**src/rtl/score_display_pkg.sv**
```systemverilog
`default_nettype none
// ============================================================================
//  Module      : score_display_pkg
//  Description : Shared constants for the score display controller: the
//                active-low seven-segment glyphs (bit order {g,f,e,d,c,b,a}),
//                the blank glyph and the controller FSM state encoding.
//  Revision    : 1.0 - initial release
// ============================================================================
package score_display_pkg;

  localparam logic [6:0] c_GLYPH_0     = 7'b1000000;
  localparam logic [6:0] c_GLYPH_1     = 7'b1111001;
  localparam logic [6:0] c_GLYPH_2     = 7'b0100100;
  localparam logic [6:0] c_GLYPH_3     = 7'b0110000;
  localparam logic [6:0] c_GLYPH_4     = 7'b0011001;
  localparam logic [6:0] c_GLYPH_5     = 7'b0010010;
  localparam logic [6:0] c_GLYPH_6     = 7'b0000010;
  localparam logic [6:0] c_GLYPH_7     = 7'b1111000;
  localparam logic [6:0] c_GLYPH_8     = 7'b0000000;
  localparam logic [6:0] c_GLYPH_9     = 7'b0010000;
  localparam logic [6:0] c_GLYPH_BLANK = 7'b1111111;

  // BCD digit shown on every position when the score saturates
  localparam logic [3:0] c_BCD_NINE    = 4'd9;

  typedef enum logic [1:0] {
    ST_IDLE    = 2'd0,
    ST_CONVERT = 2'd1,
    ST_COMMIT  = 2'd2
  } state_t;

endpackage
`default_nettype wire

```
**src/rtl/score_display_ctrl_seg7_encode.sv**
```systemverilog
`default_nettype none
// ============================================================================
//  Module      : seg7_encode
//  Description : Combinational BCD digit to active-low seven-segment glyph.
//                Codes 10..15 and an asserted blank request give all-off.
//  Ports       : i_Bcd   - BCD digit 0..9
//                i_Blank - 1 = force the digit dark
//                o_Seg   - active-low segments {g,f,e,d,c,b,a}
//  Revision    : 1.0 - initial release
// ============================================================================
module seg7_encode
  import score_display_pkg::*;
(
  input  logic [3:0] i_Bcd,
  input  logic       i_Blank,
  output logic [6:0] o_Seg
);

  always_comb begin
    o_Seg = c_GLYPH_BLANK;
    if (!i_Blank) begin
      case (i_Bcd)
        4'd0:    o_Seg = c_GLYPH_0;
        4'd1:    o_Seg = c_GLYPH_1;
        4'd2:    o_Seg = c_GLYPH_2;
        4'd3:    o_Seg = c_GLYPH_3;
        4'd4:    o_Seg = c_GLYPH_4;
        4'd5:    o_Seg = c_GLYPH_5;
        4'd6:    o_Seg = c_GLYPH_6;
        4'd7:    o_Seg = c_GLYPH_7;
        4'd8:    o_Seg = c_GLYPH_8;
        4'd9:    o_Seg = c_GLYPH_9;
        default: o_Seg = c_GLYPH_BLANK;
      endcase
    end
  end

endmodule
`default_nettype wire

```
**src/rtl/score_display_ctrl.sv**
```systemverilog
`default_nettype none
// ============================================================================
//  Module      : score_display_ctrl
//  Description : Converts a binary score to NUM_DIGITS seven-segment digits
//                with a sequential shift-and-add-3 converter, saturates to
//                all 9s on overflow, optionally blanks leading zeros and can
//                flash the display with a free-running blink phase.
//  Ports       : i_Clk         - system clock, rising edge
//                i_Rst_L       - asynchronous active-low reset
//                i_Score       - unsigned binary score
//                i_Score_Valid - one-cycle strobe: display i_Score
//                i_Blink_En    - level, 1 = flash the display
//                o_Segments    - active-low segments, digit k at [7k+6:7k]
//                o_Busy        - conversion in progress
//                o_Done        - one-cycle pulse when o_Segments updated
//                o_Overflow    - displayed value was saturated
//  Revision    : 1.0 - initial release
// ============================================================================
module score_display_ctrl
  import score_display_pkg::*;
#(
  parameter int NUM_DIGITS    = 2,
  parameter int SCORE_W       = 7,
  parameter int BLANK_LEADING = 1,
  parameter int BLINK_CYCLES  = 12500000
) (
  input  logic                    i_Clk,
  input  logic                    i_Rst_L,
  input  logic [SCORE_W-1:0]      i_Score,
  input  logic                    i_Score_Valid,
  input  logic                    i_Blink_En,
  output logic [7*NUM_DIGITS-1:0] o_Segments,
  output logic                    o_Busy,
  output logic                    o_Done,
  output logic                    o_Overflow
);

  localparam int          c_BCD_W   = 4 * NUM_DIGITS;
  localparam int          c_SEG_W   = 7 * NUM_DIGITS;
  localparam int          c_CNT_W   = $clog2(SCORE_W);
  localparam int          c_BLINK_W = (BLINK_CYCLES > 1) ? $clog2(BLINK_CYCLES) : 1;
  localparam int unsigned c_MAX_VAL = (10 ** NUM_DIGITS) - 1;

  // Reset display is the value 0: a single "0" in digit 0, the rest blank
  // or zero depending on leading-zero blanking.
  function automatic logic [c_SEG_W-1:0] f_rst_seg();
    logic [c_SEG_W-1:0] v;
    v = '0;
    for (int k = 0; k < NUM_DIGITS; k++) begin
      v[7*k +: 7] = ((k == 0) || (BLANK_LEADING == 0)) ? c_GLYPH_0 : c_GLYPH_BLANK;
    end
    return v;
  endfunction

  localparam logic [c_SEG_W-1:0] c_RST_SEG = f_rst_seg();

  function automatic logic f_over(input logic [SCORE_W-1:0] v);
    return ({{(32-SCORE_W){1'b0}}, v} > c_MAX_VAL);
  endfunction

  state_t               r_state;
  logic [SCORE_W-1:0]   r_shift;
  logic [c_BCD_W-1:0]   r_bcd;
  logic [c_CNT_W-1:0]   r_cnt;
  logic                 r_pend_load;
  logic                 r_ovf_work;
  logic                 r_pend_valid;
  logic [SCORE_W-1:0]   r_pend_score;
  logic [c_SEG_W-1:0]   r_seg;
  logic                 r_done;
  logic                 r_overflow;
  logic [c_BLINK_W-1:0] r_blink_cnt;
  logic                 r_phase;

  logic [c_BCD_W-1:0]   w_bcd_adj;
  logic [c_BCD_W-1:0]   w_commit_bcd;
  logic [NUM_DIGITS-1:0] w_blank;
  logic [c_SEG_W-1:0]   w_glyph;

  for (genvar k = 0; k < NUM_DIGITS; k++) begin : g_digit
    // Add-3 correction applied before each shift
    assign w_bcd_adj[4*k +: 4] = (r_bcd[4*k +: 4] >= 4'd5) ? (r_bcd[4*k +: 4] + 4'd3)
                                                          : r_bcd[4*k +: 4];
    assign w_commit_bcd[4*k +: 4] = r_ovf_work ? c_BCD_NINE : r_bcd[4*k +: 4];

    if (k == 0) begin : g_lsd
      assign w_blank[k] = 1'b0;
    end else begin : g_msd
      // Blank when this digit and every more significant digit is zero
      assign w_blank[k] = (BLANK_LEADING != 0) && (w_commit_bcd[c_BCD_W-1:4*k] == '0);
    end

    seg7_encode u_seg7_encode (
      .i_Bcd   (w_commit_bcd[4*k +: 4]),
      .i_Blank (w_blank[k]),
      .o_Seg   (w_glyph[7*k +: 7])
    );
  end

  always_ff @(posedge i_Clk or negedge i_Rst_L) begin
    if (!i_Rst_L) begin
      r_state      <= ST_IDLE;
      r_shift      <= '0;
      r_bcd        <= '0;
      r_cnt        <= '0;
      r_pend_load  <= 1'b0;
      r_ovf_work   <= 1'b0;
      r_pend_valid <= 1'b0;
      r_pend_score <= '0;
      r_seg        <= c_RST_SEG;
      r_done       <= 1'b0;
      r_overflow   <= 1'b0;
    end else begin
      r_done <= 1'b0;
      case (r_state)
        ST_IDLE: begin
          if (i_Score_Valid) begin
            r_shift     <= i_Score;
            r_ovf_work  <= f_over(i_Score);
            r_bcd       <= '0;
            r_cnt       <= '0;
            r_pend_load <= 1'b0;
            r_state     <= ST_CONVERT;
          end
        end

        ST_CONVERT: begin
          if (i_Score_Valid) begin
            r_pend_valid <= 1'b1;
            r_pend_score <= i_Score;
          end
          if (r_pend_load) begin
            // First cycle after a commit with a pending strobe: take the
            // pending score in, exactly as IDLE would for a fresh strobe.
            r_shift     <= r_pend_score;
            r_ovf_work  <= f_over(r_pend_score);
            r_bcd       <= '0;
            r_cnt       <= '0;
            r_pend_load <= 1'b0;
            if (!i_Score_Valid) begin
              r_pend_valid <= 1'b0;
            end
          end else begin
            r_bcd   <= (w_bcd_adj << 1) | {{(c_BCD_W-1){1'b0}}, r_shift[SCORE_W-1]};
            r_shift <= r_shift << 1;
            r_cnt   <= r_cnt + 1'b1;
            if (r_cnt == c_CNT_W'(SCORE_W - 1)) begin
              r_state <= ST_COMMIT;
            end
          end
        end

        ST_COMMIT: begin
          r_seg      <= w_glyph;
          r_overflow <= r_ovf_work;
          r_done     <= 1'b1;
          if (i_Score_Valid) begin
            r_pend_valid <= 1'b1;
            r_pend_score <= i_Score;
          end
          if (i_Score_Valid || r_pend_valid) begin
            r_state     <= ST_CONVERT;
            r_pend_load <= 1'b1;
          end else begin
            r_state <= ST_IDLE;
          end
        end

        default: r_state <= ST_IDLE;
      endcase
    end
  end

  always_ff @(posedge i_Clk or negedge i_Rst_L) begin
    if (!i_Rst_L) begin
      r_blink_cnt <= '0;
      r_phase     <= 1'b0;
    end else if (r_blink_cnt == c_BLINK_W'(BLINK_CYCLES - 1)) begin
      r_blink_cnt <= '0;
      r_phase     <= ~r_phase;
    end else begin
      r_blink_cnt <= r_blink_cnt + 1'b1;
    end
  end

  // Blinking only masks the output; the committed value stays in r_seg
  assign o_Segments = (i_Blink_En && r_phase) ? '1 : r_seg;
  assign o_Busy     = (r_state != ST_IDLE);
  assign o_Done     = r_done;
  assign o_Overflow = r_overflow;

endmodule
`default_nettype wire

```
**config.mk**
```make
export PLATFORM = sky130hd
export DESIGN_NAME = score_display_ctrl
export DESIGN_NICKNAME = d
export VERILOG_FILES = /design/src/rtl/score_display_pkg.sv /design/src/rtl/score_display_ctrl_seg7_encode.sv /design/src/rtl/score_display_ctrl.sv
export SDC_FILE = /design/constraint.sdc
export NUM_CORES = 1
export LEC_CHECK = 0
export CORE_MARGIN = 2
export CORE_UTILIZATION = 55
export CTS_CLUSTER_DIAMETER = 40
export DETAILED_ROUTE_END_ITERATION = 12
export HOLD_SLACK_MARGIN = 0.08
export PLACE_DENSITY = 0.76
export REMOVE_ABC_BUFFERS = 1
export SLEW_MARGIN = 25
export SYNTH_ARGS = -nofsm -noshare
export SYNTH_HDL_FRONTEND = slang
export SYNTH_SLANG_ARGS = --single-unit
```
**constraint.sdc**
```tcl
create_clock -name i_Clk -period 2.55 [get_ports i_Clk]
set_input_delay 0.3825 -clock i_Clk [delete_from_list [all_inputs] [get_ports i_Clk]]
set_output_delay 0.3825 -clock i_Clk [all_outputs]
set_load 0.005 [all_outputs]
```
---- Word level (Yosys, flattened, before mapping) ----
Memories as Yosys holds them, arrays and structs flattened. A register that Yosys moved wholly into a read port is not among the register bits.
Cells that the tools add are included.
Widths: inputs -> output; s select.
word-level totals
  word-level logic and storage cells ...... 81
  memory bits (read-only) ................. 224
  output and inout bits ................... 17
  memories kept ........................... 2
  register bits after elaboration ......... 71
  bits of input ports ..................... 11
memory list
  name              depth  width  rd ports  clocked after memory_dff  wr ports  line                                  source
  (name not given)  16     7      1         1                         0         score_display_ctrl_seg7_encode.sv:22  case (i_Bcd)
  (name not given)  16     7      1         0                         0         score_display_ctrl_seg7_encode.sv:22
cells by class
  $add $sub $neg .......................... 4
  muxes and demuxes ....................... 32
  $lt $le $gt $ge ......................... 4
  bitwise operators ....................... 2
  reductions and logical operators ........ 15
  equal/unequal tests ..................... 9
operator list
  operator               number
  $add 24x1->24 const B  1
  $eq 24x24->1 const B   1
  $mux 24                1
  $mux 7                 3
  $mux 8                 2
  $pmux 8 s2             1
  $gt 7x7->1 const B     2
  $mux 14                1
  $pmux 7 s2             1
  $mux 4                 3
  $ne 2x2->1 const B     5
  $mux 1                 9
  $mux 3                 3
  $reduce_and 3->1       3
  $ge 4x3->1 const B     2
  $or 8x1->8             1
  $mux 2                 3
  $pmux 2 s3             1
  $pmux 3 s2             1
  $reduce_bool 2->1      3
  $add 4x2->4 const B    1
  $logic_not 4->1        1
  $pmux 1 s2             2
  $reduce_and 2->1       2
  other kinds (13)       13

---- Depth between registers and ports, before layout ----
Gate-level depths: netlist of run 1.
  depth after elaboration ................. 5
  gate-level depth with buffers ........... 8
  depth with buffers taken out ............ 7

---- Hierarchy ----
From an unflattened synthesis of run 1, not the netlist that was laid out.
second synthesis, totals
  cells, all modules ...................... 397
  area total of the unflattened synthesis .. 4,037.6 µm²
modules (own cells, without submodules)
  module                                  seq. area each (µm²)  instances  cells each  area an instance (µm²)
  score_display_ctrl                      1,786.7               1          331         3,565.9
  seg7_encode (g_digit[0].u_seg7_encode)  0.0                   1          33          236.5
  seg7_encode (g_digit[1].u_seg7_encode)  0.0                   1          33          235.2

---- Worst setup path after synthesis of run 1 ----
Ideal clock, no wire load.
  kind .................................... flip-flop to flip-flop
  from .................................... register r_blink_cnt[0]
  to ...................................... register r_blink_cnt[20]
  clock period less this slack ............ 1.965 ns
  path slack .............................. 0.585 ns
  arrival time ............................ 1.887 ns
  path buffers ............................ 1
  stages on the path, launching flop included .. 7
  required time ........................... 2.473 ns
  library setup time ...................... 0.077 ns
  path through ............................ dfrtp_1 > ha_1 > nand4_1 > or4_4 > buf_6 > or4_1 > a21oi_1
on the way
  longest elaborated chain between the ends .. 2
  elaborated cells between the ends (all ways) .. 3
  those cells by class .................... 1 x add/sub; 1 x eq/ne; 1 x mux
ends and longest elaborated chain
  item                                           line                                                  source
  from (decl)                                    score_display_ctrl.sv:72                              logic [c_BLINK_W-1:0] r_blink_cnt;
  from (signal assigned)                         score_display_ctrl.sv:182                             r_blink_cnt <= r_blink_cnt + 1'b1;
  $add 24x1->24 or $eq 24x24->1 (tied branches)  score_display_ctrl.sv:182, score_display_ctrl.sv:178
  $mux 24 (*)                                    score_display_ctrl.sv:178                             end else if (r_blink_cnt == c_BLINK_W'(BLINK_CYCLES - 1)) begin
Every way passes the cells marked *; elsewhere a longest branch is shown, timed or not.
A chain may end at the register's enable or synchronous reset.

---- Final worst setup path of run 1 ----
  from .................................... input i_Blink_En
  to ...................................... output o_Segments[10]
on the way
  longest elaborated chain between the ends .. 2
ends and longest elaborated chain
  item               line                       source
  from (decl)        score_display_ctrl.sv:31   input logic i_Blink_En,
  $logic_and 1x1->1  score_display_ctrl.sv:187  assign o_Segments = (i_Blink_En && r_phase) ? '1 : r_seg;
  $mux 14            score_display_ctrl.sv:187
  to (decl)          score_display_ctrl.sv:32   output logic [7*NUM_DIGITS-1:0] o_Segments,
Every way passes these cells.

==> flow_metrics.tcl, run 1 <==
set metrics [dict create \
    cts_tree "done" \
    wl_mm 7.40 \
    rrSetupSlack_ns 0.47 \
    num_vias 2908 \
    worst_pin_slew_ns 0.739 \
    p_total_uw 4370 \
    hpwlAfterDp_mm 4.88 \
    whs_path_depth 1 \
    drc_errors 0 \
    cts.sinks 71 \
    drt_iter0_markers 152 \
    root_buffer "clkbuf_8" \
    grt_pass1_vias 2743 \
    worstPathArrival_ns 1.76 \
    grt_overflow_total 0 \
    core-area_mm2 0.00676 \
    n_antenna_cell 0 \
    drtAntennaViolNets 0 \
    synth_seq_area_share_pct 46.6 \
    post-route-period-util_pct 84.1 \
    timing.rr.start "r_blink_cnt[5]$_DFF_PN0_" \
    clk_pin_slew_ns 0.07 \
    firstDrtPassIters 4 \
    fin_nets 464 \
    post-route-min-period_ns 2.15 \
    ys_top_cells_by_area "dfrtp_1 (41%), ha_1 (7.2%), dfstp_2 (5.5%), a21oi_1 (4.4%), o21ai_0 (4.2%)" \
    ys.warnings.count 0 \
    avgSynthCellArea_um2 9.52 \
    insertion_delay_ns 0.34 \
    start_kind "primary input" \
    crit_type "primary input to output pin" \
    peakVddDrop_uv 571 \
    cp-startpoint "i_Blink_En" \
    holdWs_ns 0.475 \
    status "completed" \
    cp.depth 4 \
    h-tree-depth 3 \
    synthDominantCellAreaShare_pct 41.1 \
    yosysTopAreaCell "dfrtp_1" \
    drv_cap 0 \
    clockBufferDepth 2 \
    skew_ns 0.0129 \
    end_kind "output pin" \
    hold_class "register to register" \
    ys.flop_type "dfrtp_1" \
    die_h_um 87.5 \
    finalSetupViolations 0 \
    grt_max_degree 72 \
    finalHoldViolations 0 \
    drive_above_1_share_pct 10.3 \
    die-area_mm2 0.00766 \
    synth_edf_count 0 \
    place.gp.congestion 0.811 \
    slew_headroom_pct 50.2 \
    final_cells 516 \
    path_cells "clkdlybuf4s50_1 > nand2_1 > nand2b_1 > clkdlybuf4s50_1" \
    worst-path-max-fanout 14 \
    cts_setup_buffers 0 \
    std_cell_rows 30 \
    fmax_ghz 0.466 \
    crit_buf_inv 2 \
    cp_slowest_cell "clkdlybuf4s50_1" \
    crit_family "buffers and inverters" \
    area_delta_synth_final_pct 15.0 \
    r2r_end "r_blink_cnt[23]$_DFF_PN0_" \
    crit_end "o_Segments[10]" \
    grt_usage_pct 20.9 \
    crit_top_cell "clkdlybuf4s50_1" \
    port_buffers 27 \
    cp_data_required_time_ns 2.17 \
    power_density_mw_per_mm2 989 \
    synth_cell_types 41 \
    antenna_found_initial 0 \
    grt_pass1_wl_mm 12.6 \
    async_flop_share_pct 100 \
    finalSetupTns_ns 0 \
    syn-cell-area_mm2 0.00384 \
    dp_cells 499 \
    ys_ff_latch 71 \
    wl_per_cell_um 14.3 \
    cts_hold_buf 1 \
    start_util_pct 56.8 \
    vias_per_cell 5.64 \
    syn_inst 403 \
    p_leak_uw 0.00197 \
    cpPeakStageDelay_ns 0.51 \
    ioPinCount 28 \
    rsz0062_at_grt "false" \
    drv_slew 0 \
    die_x_um 87.5 \
    cts_resized 0 \
    reg2regPathDepth 4 \
    cts_buffers 9 \
]
-- where the power goes --
part / switching [uW] / internal [uW]
Sequential: 251 / 1470
Combinational: 831 / 860
Clock: 404 / 549
-- cell usage in the layout (no fill, tap or decap), drive strengths merged, types with 3 or more instances in the layout --
cell | Yosys | layout
nor2b | 4 | 4
or2 | 4 | 4
and3 | 3 | 3
nand3 | 14 | 14
and4 | 3 | 3
nand4 | 5 | 5
dfstp | 8 | 8
xor2 | 10 | 10
nor3 | 7 | 7
a22o | 3 | 3
nand2 | 30 | 30
ha | 22 | 22
o21ai | 32 | 32
mux2i | 8 | 8
clkbuf | 15 | 12
nor4 | 3 | 3
xnor2 | 8 | 8
clkdlybuf4s50 | 0 | 26
or4 | 8 | 8
o22a | 6 | 6
mux2 | 9 | 9
nand2b | 18 | 18
a21oi | 34 | 34
or3 | 5 | 5
nor2 | 33 | 33
o31ai | 7 | 7
inv | 24 | 24
buf | 2 | 7
dfrtp | 63 | 63
-- registers in the layout, indices dropped and copies added, names as in the netlist, 2 cells and up --
register,flops
r_bcd,8
r_cnt,3
r_blink_cnt,24
r_pend_score,7
r_seg,14
r_shift,7
r_state,2
-- layout make-up --
class                      count  area, um2
sequential                    71       1790
clock inverter                 4       70.1
timing repair buffer          34        333
clock buffer                  12        135
multi-input combinational    291       1900
inverter                      24       90.1
tap                           80        100
fill                         546       2340
-- Yosys cell counts, types with 4 or more instances --
cell / count
a21oi_1: 34
clkbuf_1: 15
dfrtp_1: 63
dfstp_2: 8
ha_1: 22
inv_1: 24
mux2_2: 9
mux2i_1: 8
nand2_1: 30
nand2b_1: 18
nand3_1: 13
nand4_1: 5
nor2_1: 33
nor2b_1: 4
nor3_1: 7
o21ai_0: 32
o22a_1: 6
o31ai_1: 7
or2_2: 4
or3_1: 5
or4_1: 7
xnor2_1: 8
xor2_1: 10
-- metrics by stage --
step                      util, %  cell area (um2)  worst slack (ns)
after detailed placement     62.1             4200             0.392
after global routing         65.3             4410             0.317
after CTS                    65.3             4410             0.382
final                        65.3             4410             0.405
after global placement       62.1             4200             0.408
after floorplan                 -             3760             0.290
-- worst reg2reg max path: cells and delay by family (launching register included) --
kind	cells	cell delay (ns)
and+or+nand+nor	3	1.42
DFF	1	0.43
AOI/OAI and AO/OA	1	0.15
-- layer usage --
metal  track usage (%)  up-vias  wire (um)
li1                  -     1455          -
met1              28.9     1380       3520
met2              33.3       63       3530
met3              3.41       10        247
met4              7.69        0        102
met5                 0        -          0
-- how the worst min path moves through the flow --
stage / start / end / slack [ns]
floorplan: i_Rst_L / o_Done$_DFF_PN0_ / 0.09
global route: r_phase$_DFFE_PN0N_ / r_phase$_DFFE_PN0N_ / 0.51
global placement: i_Rst_L / r_blink_cnt[19]$_DFF_PN0_ / 0.44
detailed placement: i_Rst_L / r_phase$_DFFE_PN0N_ / 0.44
CTS: r_shift[6]$_DFFE_PN0P_ / r_shift[6]$_DFFE_PN0P_ / 0.49
finish: r_phase$_DFFE_PN0N_ / r_phase$_DFFE_PN0N_ / 0.48
-- logic make-up (layout without fill, tap and decap cells) --
kind of cell | after synthesis | count (layout) | synth area share (%)
buf+inv | 41 | 74 | 4.24
xor+xnor | 18 | 18 | 4.11
simple gates | 142 | 142 | 19.2
compound gates | 92 | 92 | 14.0
flops | 71 | 71 | 46.6
mux | 17 | 17 | 4.73
fa+ha+maj | 22 | 22 | 7.18
(Power assumes the default switching activity.)
==> run 2, diff against run 1 <==
Settings changed: CORE_UTILIZATION 55 to 53.
Clock period 2.55 ns to 1.9 ns, I/O delays scaled along.
==> run 2 against run 1 <==
Compared with the run above: first-iteration DRC count is 19% lower; non-clock buffer count is 26 higher; utilization is 0.92 points higher; critical path type is now register to register; highest routed layer unchanged.
==> flow_metrics.tcl, run 2 (synthesis results as in run 1) <==
set metrics [dict create \
    insertion_delay_ns 0.35 \
    die_h_um 89.1 \
    root_buffer "clkbuf_8" \
    status "completed" \
    skew_ns 0.00882 \
    cts_buffers 9 \
    place.gp.congestion 0.841 \
    cpPeakStageDelay_ns 0.54 \
    path_cells "ha_2 > nand4_1 > or4_4 > or4_1 > a21oi_2" \
    worstPathArrival_ns 2.17 \
    internal-power_uw 4090 \
    p_leak_uw 0.00213 \
    grt_pass1_vias 2856 \
    ioPinCount 28 \
    pwr-share-clk_pct 22.2 \
    clk_pin_slew_ns 0.07 \
    drtAntennaViolNets 0 \
    hold_class "primary input to asynchronous set/reset pin" \
    hpwlAfterDp_mm 5.33 \
    start_util_pct 53.8 \
    n_antenna_cell 0 \
    cp_slowest_cell "or4_1" \
    cts.sinks 71 \
    rsz0062_at_grt "true" \
    p_total_uw 6130 \
    finalSetupViolations 0 \
    clockBufferDepth 2 \
    peakVddDrop_uv 790 \
    crit_type "register to register" \
    antenna_found_initial 0 \
    firstDrtPassIters 4 \
    port_buffers 27 \
    num_vias 3053 \
    grt_max_degree 42 \
    layout_commonest_cell "dfrtp_1" \
    dp_cells 538 \
    fmax_ghz 0.531 \
    grt_usage_pct 20.9 \
    wl_mm 7.67 \
    drc_errors 0 \
    vias_per_cell 5.44 \
    cp_data_required_time_ns 2.18 \
    cts_tree "done" \
    layout_common_cells "dfrtp_1 (63), nor2_1 (32), a21oi_1 (32), o21ai_0 (32), nand2_1 (29)" \
    wl_per_cell_um 13.7 \
    end_kind "register" \
    drv_cap 0 \
    p_sw_share_pct 33.3 \
    grt_pass1_wl_mm 12.8 \
    grt_overflow_total 0 \
    fin_nets 490 \
    core-area_mm2 0.00714 \
    final_util_pct 66.2 \
    worst-path-max-fanout 4 \
    drt_iter0_markers 123 \
    die_x_um 89.1 \
    std_cell_rows 31 \
    drive_above_1_share_pct 18.0 \
    crit_buf_inv 0 \
    drv_slew 0 \
    combPwrFrac_pct 40.8 \
    largest_register "r_blink_cnt" \
    largest_register_ffs 24 \
    p_switching_uw 2040 \
    power_density_mw_per_mm2 1300 \
    h-tree-depth 3 \
    sequentialPowerShare_pct 37.0 \
    finalHoldViolations 0 \
    area_delta_synth_final_pct 23.2 \
    slew_headroom_pct 69.7 \
    die-area_mm2 0.00793 \
    start_kind "register" \
    post-route-period-util_pct 99.2 \
    crit_family "simple AND/OR/NAND/NOR gates" \
    holdWs_ns 0.388 \
    post-route-min-period_ns 1.88 \
    largest_registers "r_blink_cnt x24, r_seg x14, r_bcd x8" \
    worst_pin_slew_ns 0.454 \
    final_cells 561 \
]
[run 2: cell count changes in the layout (fill, tap and decap cells not counted), moves of 2 or more]
| cell | previous run | this run |
|---|---|---|
| a21oi_1 | 34 | 32 |
| ha_1 | 22 | 19 |
| buf_4 | 5 | 28 |
| buf_6 | 0 | 2 |
| clkbuf_8 | 9 | 11 |
| a21oi_2 | 0 | 2 |
| ha_2 | 0 | 2 |
[run 2: per-stage QoR]
stage / setup WS [ns] / setup TNS, ns / area (um2)
floorplan: -0.360 / -7.18 / 3760
finish: 0.0154 / 0 / 4730
global route: -0.0565 / -0.148 / 4730
global placement: -0.0502 / -0.393 / 4380
detailed placement: -0.115 / -0.990 / 4380
CTS: 0.00114 / 0 / 4680
[run 2: layout make-up]
cell class / instances / area [um2]
inverters: 24 / 90.1
fillers: 614 / 2410
multi-input cells: 291 / 1950
flip-flops and latches: 71 / 1790
clock buffers: 13 / 159
repair buffers: 60 / 551
clock inverters: 3 / 65.1
well taps: 99 / 124
[run 2: what timing repair did]
item	CTS	global route
endpoints found under the setup margin	22	16
setup buffers	6	0
pin swaps	3	3
endpoints found under the hold margin	7	0
hold buffers	1	0
gates cloned	0	0
gates resized for setup	5	12
[run 2: worst paths after layout]
path	slack, ns	depth (start not counted)	to	startpoint
hold reg to reg	0.49	2	r_shift[6]$_DFFE_PN0P_	r_shift[6]$_DFFE_PN0P_
min in group i_Clk	0.49	2	r_shift[6]$_DFFE_PN0P_	r_shift[6]$_DFFE_PN0P_
hold / removal	0.39	2	r_phase$_DFFE_PN0N_	i_Rst_L
max in group asynchronous	0.96	3	r_blink_cnt[4]$_DFF_PN0_	i_Rst_L
setup reg to reg	0.02	5	r_blink_cnt[20]$_DFF_PN0_	r_blink_cnt[0]$_DFF_PN0_
setup / recovery	0.02	5	r_blink_cnt[20]$_DFF_PN0_	r_blink_cnt[0]$_DFF_PN0_
[run 2: power by group through the flow]
stage	combinational (uW)	sequential, uW	clock, uW
after detailed placement	2400	2310	0
after CTS	2470	2270	1390
after global routing	2820	2320	1440
final	2500	2270	1360
after floorplan	1520	2230	0
after global placement	2320	2290	0
[run 2: metal layers]
metal	vias to the layer above	global-route usage [%]	wire length, um	share of wire, %
li1	1510	-	-	-
met1	1466	27.0	3640	47
met2	60	33.7	3610	47
met3	17	3.42	212	2.8
met4	0	11.7	201	2.6
met5	-	0	0	0
==> run 3, diff against run 2 <==
Settings changed: SETUP_SLACK_MARGIN from default to 0.05, SLEW_MARGIN 25 to default.
==> run 3 against run 2 <==
Compared with the run above: maximum frequency grew 1.1%; final area increased by 1.1%; clock power barely moved; final cell count up 0.89%; critical path depth is the same; largest power group unchanged.
==> flow_metrics.tcl, run 3 (synthesis results as in run 1) <==
set metrics [dict create \
    peakVddDrop_uv 789 \
    finalHoldViolations 0 \
    cts.sinks 71 \
    worstPathArrival_ns 2.15 \
    wl_mm 7.98 \
    largest_register_ffs 24 \
    fin_area_mm2 0.00478 \
    cts_tree "done" \
    wl_per_cell_um 14.1 \
    cts_buffers 9 \
    clockBufferDepth 2 \
    hpwlAfterDp_mm 5.33 \
    holdWs_ns 0.385 \
    crit_buf_inv 0 \
    drt_iter0_markers 142 \
    insertion_delay_ns 0.35 \
    multiInputGateArea_mm2 0.00197 \
    r2r_end "r_blink_cnt[18]$_DFF_PN0_" \
    cp-startpoint "r_blink_cnt[0]$_DFF_PN0_" \
    sequentialPowerShare_pct 37.0 \
    fmax_ghz 0.536 \
    p_total_uw 6140 \
    status "completed" \
    firstDrtPassIters 4 \
    h-tree-depth 3 \
    post-route-period-util_pct 98.1 \
    drv_slew 0 \
    rrSetupSlack_ns 0.04 \
    vias_per_cell 5.42 \
    final_util_pct 67.0 \
    layout_common_cells "dfrtp_1 (63), nor2_1 (32), o21ai_0 (32), a21oi_1 (31), buf_4 (31)" \
    cp.depth 5 \
    reg2regPathDepth 5 \
    combPwrFrac_pct 40.7 \
    antenna_found_initial 0 \
    grt_overflow_total 0 \
    internal-power_uw 4090 \
    hold_class "primary input to asynchronous set/reset pin" \
    p_leak_uw 0.00215 \
    slew_headroom_pct 69.3 \
    die-area_mm2 0.00793 \
    post-route-min-period_ns 1.86 \
    timing.rr.start "r_blink_cnt[0]$_DFF_PN0_" \
    start_util_pct 53.8 \
    grt_pass1_wl_mm 12.8 \
    grt_pass1_vias 2871 \
    drive_above_1_share_pct 19.7 \
    end_kind "register" \
    core-area_mm2 0.00714 \
    p_switching_uw 2050 \
    drv_cap 0 \
    worst-path-max-fanout 4 \
    std_cell_rows 31 \
    grt_usage_pct 21.0 \
    drtAntennaViolNets 0 \
    fin_nets 495 \
    start_kind "register" \
    crit_family "simple AND/OR/NAND/NOR gates" \
    port_buffers 27 \
    worst_pin_slew_ns 0.460 \
    area_delta_synth_final_pct 24.6 \
    finalSetupViolations 0 \
    crit_type "register to register" \
    largest_register "r_blink_cnt" \
    layout_commonest_cell "dfrtp_1" \
    dpl-instance-area_mm2 0.00438 \
    clk_pin_slew_ns 0.07 \
    cp_slowest_cell "or4_4" \
    path_cells "ha_2 > nand4_1 > or4_4 > or4_4 > a21oi_2" \
    cpPeakStageDelay_ns 0.50 \
    grt_max_degree 42 \
    p_sw_share_pct 33.4 \
    root_buffer "clkbuf_8" \
    rsz0062_at_grt "true" \
    num_vias 3066 \
    crit_top_cell "or4_4" \
    place.gp.congestion 0.841 \
    largest_registers "r_blink_cnt x24, r_seg x14, r_bcd x8" \
    n_antenna_cell 0 \
    cp_data_required_time_ns 2.18 \
    crit_end "r_blink_cnt[18]$_DFF_PN0_" \
    skew_ns 0.00835 \
    die_x_um 89.1 \
    ff_latch_area_mm2 0.00179 \
    fillers 608 \
    die_h_um 89.1 \
    power_density_mw_per_mm2 1280 \
    pwr-share-clk_pct 22.3 \
    drc_errors 0 \
    ioPinCount 28 \
]
==> run 3: worst min-delay path by stage <==
stage | to | start
global placement | r_phase$_DFFE_PN0N_ | i_Rst_L
global route | r_seg[3]$_DFFE_PN0P_ | i_Rst_L
floorplan | o_Done$_DFF_PN0_ | i_Rst_L
finish | r_phase$_DFFE_PN0N_ | i_Rst_L
CTS | r_seg[3]$_DFFE_PN0P_ | i_Rst_L
detailed placement | r_phase$_DFFE_PN0N_ | i_Rst_L
==> run 3: per-stage QoR <==
stage / setup TNS [ns] / worst slack [ns] / instances
floorplan: -7.18 / -0.360 / 386
global placement: -0.393 / -0.0502 / 538
detailed placement: -0.990 / -0.115 / 538
CTS: 0 / 0.0164 / 563
global route: -0.0694 / -0.0470 / 566
finish: 0 / 0.0356 / 566
==> run 3: worst reg2reg max path: stages, from the launching register on <==
cell     delay (ns)
dfrtp_1        0.36
ha_2           0.19
nand4_1        0.13
or4_4          0.48
or4_4          0.50
a21oi_2        0.14
==> run 3: final cells by class <==
class / count / area share [%]
repair buffers: 64 / 12.1
multi-input cells: 292 / 41.3
flip-flops and latches: 71 / 37.4
clock inverters: 3 / 1.36
inverters: 24 / 1.88
well taps: 99 / 2.59
clock buffers: 13 / 3.32
==> run 3: power by group through the flow <==
stage	registers [uW]	logic, uW	clock network, uW
finish	2270	2500	1370
CTS	2270	2500	1390
detailed placement	2310	2400	0
global route	2320	2820	1440
floorplan	2230	1520	0
global placement	2290	2320	0
==> run 3: layer usage <==
metal / track usage [%] / share of wire [%] / up-vias
met2: 33.8 / 48 / 59
met3: 3.42 / 2.8 / 19
li1: - / - / 1518
met4: 11.7 / 2.8 / 0
met1: 27.1 / 46 / 1470
met5: 0 / 0 / -
==> run 3: timing repair <==
item,in CTS,in global routing
pin swaps,2,10
setup buffers,8,1
setup endpoints to repair,27,35
hold buffers,1,0
endpoints found under the hold margin,7,0
gates resized for setup,8,14
gates cloned,0,2
